**src/rtl/clock_ctrl.sv**
```systemverilog
// Time-of-day controller: chained sec/min/hr counters with a set-mode FSM and an alarm.
// Reset is synchronous and active-high. All outputs are registered.
module clock_ctrl #(
  parameter int unsigned SEC_MOD = 60,
  parameter int unsigned MIN_MOD = 60,
  parameter int unsigned HR_MOD  = 24
) (
  input  logic       clk,
  input  logic       rst,
  input  logic       tick,
  input  logic       mode_btn,
  input  logic       inc_btn,
  input  logic       alarm_en,
  output logic [6:0] sec,
  output logic [6:0] min,
  output logic [6:0] hr,
  output logic [6:0] al_min,
  output logic [6:0] al_hr,
  output logic [2:0] mode,
  output logic       day_pulse,
  output logic       buzz
);

  localparam logic [6:0] SecMax = 7'(SEC_MOD - 1);
  localparam logic [6:0] MinMax = 7'(MIN_MOD - 1);
  localparam logic [6:0] HrMax  = 7'(HR_MOD - 1);

  typedef enum logic [2:0] {
    StRun      = 3'd0,
    StSetHr    = 3'd1,
    StSetMin   = 3'd2,
    StSetAlHr  = 3'd3,
    StSetAlMin = 3'd4
  } state_e;

  state_e state_q, state_d;
  logic   mode_btn_q, inc_btn_q;
  logic   dismiss_q, dismiss_d;
  logic   mode_p, inc_p;
  logic   time_runs, time_hits, match;
  logic   sec_wrap, min_wrap, hr_wrap;
  logic   al_min_wrap, al_hr_wrap;

  always_comb begin
    mode_p      = mode_btn & ~mode_btn_q;
    // A simultaneous mode press swallows the increment.
    inc_p       = inc_btn & ~inc_btn_q & ~mode_p;
    time_runs   = (state_q == StRun) || (state_q == StSetAlHr) || (state_q == StSetAlMin);
    sec_wrap    = (sec == SecMax);
    min_wrap    = (min == MinMax);
    hr_wrap     = (hr == HrMax);
    al_min_wrap = (al_min == MinMax);
    al_hr_wrap  = (al_hr == HrMax);
    time_hits   = (hr == al_hr) && (min == al_min);
    match       = alarm_en && time_hits && (state_q == StRun);

    dismiss_d = dismiss_q;
    if (!alarm_en || !time_hits) begin
      dismiss_d = 1'b0;
    end else if (inc_p && buzz && (state_q == StRun)) begin
      dismiss_d = 1'b1;
    end

    state_d = state_q;
    if (mode_p) begin
      unique case (state_q)
        StRun:      state_d = StSetHr;
        StSetHr:    state_d = StSetMin;
        StSetMin:   state_d = StSetAlHr;
        StSetAlHr:  state_d = StSetAlMin;
        StSetAlMin: state_d = StRun;
        default:    state_d = StRun;
      endcase
    end
  end

  always_ff @(posedge clk) begin
    if (rst) begin
      state_q    <= StRun;
      mode_btn_q <= 1'b0;
      inc_btn_q  <= 1'b0;
      dismiss_q  <= 1'b0;
      sec        <= 7'd0;
      min        <= 7'd0;
      hr         <= 7'd0;
      al_min     <= 7'd0;
      al_hr      <= 7'd0;
      day_pulse  <= 1'b0;
      buzz       <= 1'b0;
    end else begin
      mode_btn_q <= mode_btn;
      inc_btn_q  <= inc_btn;
      dismiss_q  <= dismiss_d;
      buzz       <= match & ~dismiss_d;
      day_pulse  <= 1'b0;
      state_q    <= state_d;

      if (time_runs && tick) begin
        if (sec_wrap) begin
          sec <= 7'd0;
          if (min_wrap) begin
            min <= 7'd0;
            if (hr_wrap) begin
              hr        <= 7'd0;
              day_pulse <= 1'b1;
            end else begin
              hr <= hr + 7'd1;
            end
          end else begin
            min <= min + 7'd1;
          end
        end else begin
          sec <= sec + 7'd1;
        end
      end

      if (inc_p) begin
        unique case (state_q)
          StSetHr:    hr     <= hr_wrap ? 7'd0 : hr + 7'd1;
          StSetMin:   min    <= min_wrap ? 7'd0 : min + 7'd1;
          StSetAlHr:  al_hr  <= al_hr_wrap ? 7'd0 : al_hr + 7'd1;
          StSetAlMin: al_min <= al_min_wrap ? 7'd0 : al_min + 7'd1;
          default:    ;
        endcase
      end

      // Entering time-set mode starts the new time at :00 seconds.
      if (mode_p && (state_q == StRun)) begin
        sec <= 7'd0;
      end
    end
  end

  assign mode = state_q;

endmodule
```
**config.mk**
```make
export PLATFORM = sky130hd
export DESIGN_NAME = clock_ctrl
export DESIGN_NICKNAME = d
export VERILOG_FILES = /design/src/rtl/clock_ctrl.sv
export SDC_FILE = /design/constraint.sdc
export NUM_CORES = 1
export LEC_CHECK = 0
export CAP_MARGIN = 0
export CELL_PAD_IN_SITES_DETAIL_PLACEMENT = 1
export CELL_PAD_IN_SITES_GLOBAL_PLACEMENT = 1
export CORE_ASPECT_RATIO = 0.5
export CORE_MARGIN = 5
export CORE_UTILIZATION = 37
export DETAILED_ROUTE_END_ITERATION = 12
export PLACE_DENSITY_LB_ADDON = 0.1
export SLEW_MARGIN = 20
export SYNTH_ARGS = -nofsm -noshare
export SYNTH_HDL_FRONTEND = slang
export SYNTH_SLANG_ARGS = --single-unit
```
**constraint.sdc**
```tcl
create_clock -name clk -period 2.3 [get_ports clk]
set_clock_uncertainty 0.15 [all_clocks]
set_input_delay 0.23 -clock clk [delete_from_list [all_inputs] [get_ports clk]]
set_output_delay 0.23 -clock clk [all_outputs]
set_load 0.02 [all_outputs]
```
# After elaboration in Yosys (flattened, before gate mapping)
# Index checks and enable logic that the tools add are counted.
# word_totals
reg_bits	43
inputBits	6
wordCells	73
# classes
add_sub_neg	5
n_eq_ne	11
mux	18
bitwise_logic	11
n_reduce_logical	17
# op_table
op	count
$mux W7	14
$add A7 B1 Y7 const B	5
$eq A7 B6 Y1 const B	3
$eq A7 B5 Y1 const B	2
$eq A7 B7 Y1	2
$pmux W3 S4	1
$logic_and A1 B1 Y1	7
$not A1 Y1	7
$eq A3 B2 Y1 const B	2
$and A1 B1 Y1	4
$reduce_and A2 Y1	2
$reduce_or A4 Y1	1
$eq A3 B1 Y1 const B	1
$eq A3 B3 Y1 const B	1
$logic_not A3 Y1	1
$logic_or A1 B1 Y1	3
$mux W1	3
$logic_not A1 Y1	2
$reduce_or A2 Y1	1

# Logic depth before layout (Yosys ltp)
# Gate-level depths: netlist (run 1).
# depth
depth_word	10
depth_mapped	7

# Least setup slack after synthesis (run 1)
# No wires, ideal clock.
# synth_path
path_kind	register to register
from	register sec[3]
to	register hr[0]
arrival_time_ns	1.875
t_required_ns	2.080
slack_ns	0.204
path_stages_with_launch	7
path_buffers	1
synth_period_minus_slack_ns	2.096
cell_sequence	dfxtp_1 nand3_1 or3_1 o31a_1 buf_2 or3_1 a21oi_1
# synth_via
elab_chain_cells	5
# synth_lines
element	line_no	rtl
start: declaration	14	output logic [6:0] sec,
start signal: assignment	113	sec <= sec + 7'd1;
$eq A7 B6 Y1 (*)	49	sec_wrap = (sec == SecMax);
$mux W7 (*)	99	if (sec_wrap) begin
$mux W7 (*)	98	if (time_runs && tick) begin
$mux W7	118	unique case (state_q)
$mux W7 (*)	117	if (inc_p) begin
end signal: assignment	107	hr <= hr + 7'd1;
end signal: assignment	119	StSetHr: hr <= hr_wrap ? 7'd0 : hr + 7'd1;
end: declaration	16	output logic [6:0] hr,
# Every way passes the cells marked *; elsewhere a longest branch is shown, timed or not.
# A chain may end at the register's enable or synchronous reset.

# Worst setup path after layout (run 1)
# layout_path
from	register sec[5]
to	register hr[0]
# Same word-level chain as after synthesis.

==> results of run 1 <==
## sequential cells by signal, summed over array words and instances (netlist names)
name / cells
min: 7
dismiss_q: 1
hr: 7
inc_btn_q: 1
mode_btn_q: 1
sec: 7
al_hr: 7
buzz: 1
mode: 3
day_pulse: 1
al_min: 7
## power groups by stage
stage                     Clock, mW  Sequential [mW]  Combinational (mW)
final                         0.739            0.766               0.140
after global routing          0.798            0.768               0.154
after CTS                     0.761            0.766               0.142
after detailed placement          0            0.783               0.140
after global placement            0            0.782               0.134
after floorplan                   0            0.794              0.0653
## cells in the final DEF (no fill, tap or decap), types with 2 or more instances in the layout
master | netlist | layout
nor2b_1 | 5 | 5
o21ai_0 | 7 | 7
xor2_1 | 18 | 18
nand2_1 | 20 | 20
xnor2_1 | 11 | 11
nor3b_1 | 2 | 2
clkbuf_16 | 0 | 5
a21oi_1 | 16 | 16
clkdlybuf4s50_1 | 0 | 45
o211a_1 | 2 | 2
and3_1 | 7 | 7
nand3_1 | 14 | 14
dfxtp_1 | 43 | 42
and4_1 | 2 | 2
nor2_1 | 29 | 29
nor4_1 | 2 | 2
or4_1 | 3 | 3
buf_4 | 0 | 21
clkbuf_8 | 0 | 2
ha_1 | 5 | 4
nor3_1 | 6 | 6
inv_1 | 4 | 4
or3_1 | 6 | 6
nand4_1 | 9 | 9
o31ai_1 | 2 | 2
mux2i_1 | 6 | 6
nor4b_1 | 3 | 3
## layout make-up
| class | instances | area, sq um | area share |
|---|---|---|---|
| Clock buffer | 8 | 156 | 0.0530 |
| Inverter | 4 | 15.0 | 0.00508 |
| Multi-Input combinational cell | 190 | 1220 | 0.413 |
| Sequential cell | 43 | 862 | 0.292 |
| Tap cell | 73 | 91.3 | 0.0309 |
| Timing Repair Buffer | 66 | 608 | 0.206 |
## worst reg2reg max path, cell delays in order (launching register included)
cell,delay (ns)
dfxtp_1,0.37
nand3_1,0.11
or3_1,0.37
o31a_1,0.38
buf_4,0.20
or3_1,0.36
a21oi_1,0.17
## stage by stage
stage / hold WS, ns / utilization / area, sq um / cells
after floorplan: 0.208 / - / 2150 / 248
after global placement: 0.294 / 0.502 / 2790 / 376
after detailed placement: 0.321 / 0.502 / 2790 / 376
after CTS: 0.352 / 0.530 / 2950 / 384
after global routing: 0.368 / 0.531 / 2950 / 384
final: 0.346 / 0.531 / 2950 / 384
## path summary, 6_finish.rpt
kind / from / slack, ns / endpoint / cells past startpoint
worst max-delay path: sec[5]$_SDFFE_PP0N_ / 0.12 / hr[0]$_SDFF_PP0_ / 6
worst max register to register: sec[5]$_SDFFE_PP0N_ / 0.12 / hr[0]$_SDFF_PP0_ / 6
worst min-delay path: dismiss_q$_SDFF_PP0_ / 0.35 / dismiss_q$_SDFF_PP0_ / 2
worst min register to register: dismiss_q$_SDFF_PP0_ / 0.35 / dismiss_q$_SDFF_PP0_ / 2
## layer usage
metal	wire, microns	global-route usage	part of all wire
met5	0	0	0
met4	44	0.0443	0.0073
met3	264	0.0502	0.044
met1	2800	0.209	0.46
met2	2960	0.296	0.49
## cells by family after synthesis
group	synth area share
compound gates	0.118
xor+xnor	0.118
mux	0.0332
flops	0.401
simple gates	0.268
buf+inv	0.0315
fa+ha+maj	0.0292
==> impl_metrics.tcl, run 1 <==
set metrics [dict create \
    p_sw_frac 0.223 \
    synth_area_leader_cell "dfxtp_1" \
    ys_top_cells_by_count "43 x dfxtp_1, 29 x nor2_1, 20 x nand2_1, 18 x xor2_1, 16 x a21oi_1" \
    internal-power_mw 1.28 \
    vias_per_cell 5.28 \
    synth_edf_count 0 \
    drt-total-wl_microns 6060 \
    n_antenna_cell 0 \
    clk-insertion-delay-late_ns 0.28 \
    crit_buf_inv 1 \
    route.detailed.drc 0 \
    antenna_found_initial 0 \
    period_share 0.949 \
    clockBufferDepth 2 \
    synth.distinct_cells 41 \
    wl_per_cell_microns 15.8 \
    critPathSlowestCell "o31a_1" \
    portBuffers 45 \
    syn-cell-area_sq_mm 0.00215 \
    ys.flop_type "dfxtp_1" \
    root_buffer "clkbuf_16" \
    antenna_left 0 \
    place_hpwl_microns 4610 \
    critPathCaptureType "flop" \
    die_width_microns 118 \
    setup-tns-final_ns 0 \
    path_clk_slew_ns 0.06 \
    drtPass1Iterations 4 \
    dieArea_sq_mm 0.00752 \
    nNetsFinal 321 \
    grt_first_pass_wirelength_microns 10500 \
    yosysTopAreaCellShare 0.401 \
    ys_warn_count 0 \
    seqPwrFrac 0.466 \
    grt_max_degree 26 \
    cts_resized 0 \
    ys_top_cells_by_area "dfxtp_1 40%, xor2_1 7.3%, nor2_1 5.1%, xnor2_1 4.5%, a21oi_1 3.7%" \
    cts_tree "done" \
    place_ws_ns 0.00213 \
    grt_pass1_vias 2111 \
    vias 2027 \
    hold_buffers 0 \
    nFillCells 678 \
    maxCapViolations 0 \
    initial_utilization 0.386 \
    worstHoldPathType "reg -> reg" \
    grt.total_usage 0.170 \
    p_sw_mw 0.367 \
    gp_congestion 0.800 \
    crit_family "simple AND/OR/NAND/NOR gates" \
    syn_nets 259 \
    p_clk_frac 0.449 \
    syn_inst 248 \
    critPathMostFrequentCell "or3_1" \
    totalPowerFinal_mw 1.65 \
    ios 46 \
    powerDensity_mw_per_mm2 557 \
    yosysMostFrequentCell "dfxtp_1" \
    cp-start-kind "flop" \
    core_sq_mm 0.00556 \
    ir_worst_vdd_mv 0.300 \
    async_flop_share 0 \
    post-cts-setup-buffers 0 \
    drtIter0Drc 61 \
    fin_crit_ns 2.18 \
    overflow 0 \
    die_y_microns 63.9 \
    syn_to_final_growth_pct 37.6 \
    finalSetupViolations 0 \
    synth_seq_area_share 0.401 \
    combinationalPowerShare 0.085 \
    setup_ws_ns 0.118 \
    critPathKind "reg -> reg" \
    crit_required_ns 2.35 \
    rows 19 \
    numCtsBuffers 5 \
    slew-limit-headroom 0.635 \
    critPathMaxFanout 8 \
    final-hold-violation-count 0 \
    clock-sinks 43 \
    cp_cell_sequence "nand3_1 > or3_1 > o31a_1 > buf_4 > or3_1 > a21oi_1" \
    tightest_slew_ns 0.542 \
    synth.avg_cell_area_sq_um 8.65 \
    cpPeakStageDelay_ns 0.38 \
    drive_gt1_frac 0.113 \
    drv_slew 0 \
    status "finished clean" \
    fmax_mhz 458 \
    rsz0062_at_grt "no" \
    synth_seq_cells 43 \
    p_leak_nw 1.16 \
    worst_ep_arrival_time_ns 2.24 \
    ctsHtreeMaxLevel 2 \
]
Power figures use the tool's default switching activity.
==> inputs of run 2 (changes only) <==
CORE_MARGIN = unset   (was 5)
SKIP_CTS_REPAIR_TIMING = 1   (was unset)
==> run 2 against run 1 <==
Compared with the run above: hold slack lost 0.033 ns; critical endpoint is now hr[3]$_SDFF_PP0_; largest power group is now clock; non-clock buffer count grew 1; first-iteration DRC count grew 28%; wire length shrank 2.4%; clock power grew 12%; cell count grew 0.26%; sequential cell count is the same; die area shrank 18%.
==> impl_metrics.tcl, run 2 (synthesis results as in run 1) <==
set metrics [dict create \
    status "finished clean" \
    path_clk_slew_ns 0.06 \
    clock-sinks 43 \
    core_sq_mm 0.00554 \
    grt.total_usage 0.205 \
    place_hpwl_microns 4330 \
    drt-total-wl_microns 5920 \
    crit_required_ns 2.36 \
    worstSetupPathDepth 5 \
    die_width_microns 110 \
    nFillCells 681 \
    layout_commonest_cell "clkdlybuf4s50_1" \
    tightest_slew_ns 0.572 \
    worst_ep_arrival_time_ns 2.26 \
    wl_per_cell_microns 15.4 \
    nNetsFinal 322 \
    root_buffer "clkbuf_16" \
    dieArea_sq_mm 0.00613 \
    critPathKind "reg -> reg" \
    hold_depth 2 \
    cp-start-kind "flop" \
    crit_buf_inv 0 \
    syn_to_final_growth_pct 38.6 \
    cpPeakStageDelay_ns 0.56 \
    antenna_left 0 \
    r2r_slack_ns 0.10 \
    totalPowerFinal_mw 1.74 \
    die_y_microns 55.9 \
    cts_tree "done" \
    vias 2033 \
    overflow 0 \
    crit_family "simple AND/OR/NAND/NOR gates" \
    multiInputGateArea_sq_mm 0.00122 \
    clockBufferDepth 2 \
    numCtsBuffers 5 \
    fin_crit_ns 2.20 \
    drive_gt1_frac 0.112 \
    clk-insertion-delay-late_ns 0.28 \
    rr_worst_depth 5 \
    grt_pass1_vias 2040 \
    finalSetupViolations 0 \
    ir_worst_vdd_mv 0.333 \
    portBuffers 45 \
    fmax_mhz 455 \
    critPathSlowestCell "or4_1" \
    mostFrequentLayoutCells "45 x clkdlybuf4s50_1, 43 x dfxtp_1, 29 x nor2_1" \
    grt_first_pass_wirelength_microns 9700 \
    antenna_found_initial 0 \
    rows 19 \
    worstHoldPathType "reg -> reg" \
    ios 46 \
    grt_max_degree 26 \
    slew-limit-headroom 0.615 \
    drv_slew 0 \
    initial_utilization 0.387 \
    vias_per_cell 5.28 \
    ff_latch_area_sq_um 861 \
    cp_cell_sequence "nand3_1 > or3_1 > o31a_1 > or4_1 > a21oi_1" \
    hold_ws_ns 0.314 \
    crit_path_end "hr[3]$_SDFF_PP0_" \
    ctsHtreeMaxLevel 2 \
    route.detailed.drc 0 \
    maxCapViolations 0 \
    r2r_start "sec[5]$_SDFFE_PP0N_" \
    n_antenna_cell 0 \
    critPathCaptureType "flop" \
    dp.cells 376 \
    powerDensity_mw_per_mm2 584 \
    stdcell_count 385 \
    drtPass1Iterations 4 \
    p_leak_nw 1.18 \
    drtIter0Drc 78 \
    final-hold-violation-count 0 \
    crit_start "sec[5]$_SDFFE_PP0N_" \
    rr_endpoint "hr[3]$_SDFF_PP0_" \
    gp_congestion 0.754 \
    critPathMaxFanout 7 \
    period_share 0.955 \
]
run 2: cell types whose count changed in the layout (fill, tap and decap cells not counted), sizes merged:
cell | before | now
buf | 21 | 22
bufinv | 0 | 1
clkbuf | 8 | 6
clkinv | 0 | 1
run 2: where the power goes:
part	switching, mW	total [mW]	internal, mW
Clock	0.289	0.829	0.540
Combinational	0.0801	0.141	0.0612
Sequential	0.00970	0.766	0.756
Total	0.378	1.74	1.36
run 2: worst min-delay path by stage:
stage | start | end | slack (ns)
3_5_place_dp | dismiss_q$_SDFF_PP0_ | dismiss_q$_SDFF_PP0_ | 0.31
4_1_cts | dismiss_q$_SDFF_PP0_ | dismiss_q$_SDFF_PP0_ | 0.32
3_3_place_gp | dismiss_q$_SDFF_PP0_ | dismiss_q$_SDFF_PP0_ | 0.29
2_1_floorplan | inc_btn | inc_btn_q$_SDFF_PP0_ | 0.21
6_report | dismiss_q$_SDFF_PP0_ | dismiss_q$_SDFF_PP0_ | 0.31
5_1_grt | dismiss_q$_SDFF_PP0_ | dismiss_q$_SDFF_PP0_ | 0.36
run 2: stage by stage:
stage           TNS, ns   util  instance area, sq um  setup WS [ns]
4_1_cts               0  0.536                  2970         0.0572
2_1_floorplan         0      -                  2150          0.204
5_1_grt        -0.00498  0.537                  2970       -0.00498
6_report              0  0.537                  2970          0.103
3_5_place_dp          0  0.504                  2790         0.0277
3_3_place_gp          0  0.504                  2790         0.0868
run 2: worst reg2reg max path, cell delays in order, from the launching register on:
cell and delay, ns:
dfxtp_1 0.38, nand3_1 0.12, or3_1 0.37, o31a_1 0.37, or4_1 0.56, a21oi_1 0.16
run 2: routing by layer:
layer,part of all wire,global-route usage,routed length [microns],vias up
li1,-,-,-,1012
met1,0.50,0.273,2970,982
met2,0.47,0.341,2770,33
met3,0.023,0.0422,136,6
met4,0.0074,0.0457,44,0
met5,0,0,0,-
run 2: cell type report:
class / instances / share of cell area
repair buffers: 67 / 0.207
flip-flops and latches: 43 / 0.289
clock inverters: 2 / 0.0118
clock buffers: 6 / 0.0467
multi-input cells: 190 / 0.409
inverters: 4 / 0.00505
well taps: 73 / 0.0307
==> inputs of run 3 (changes only) <==
CTS_CLUSTER_SIZE = 8   (was unset)
==> results of run 3 <==
Same layout as run 2: the final DEF is identical, and so are final timing and power.
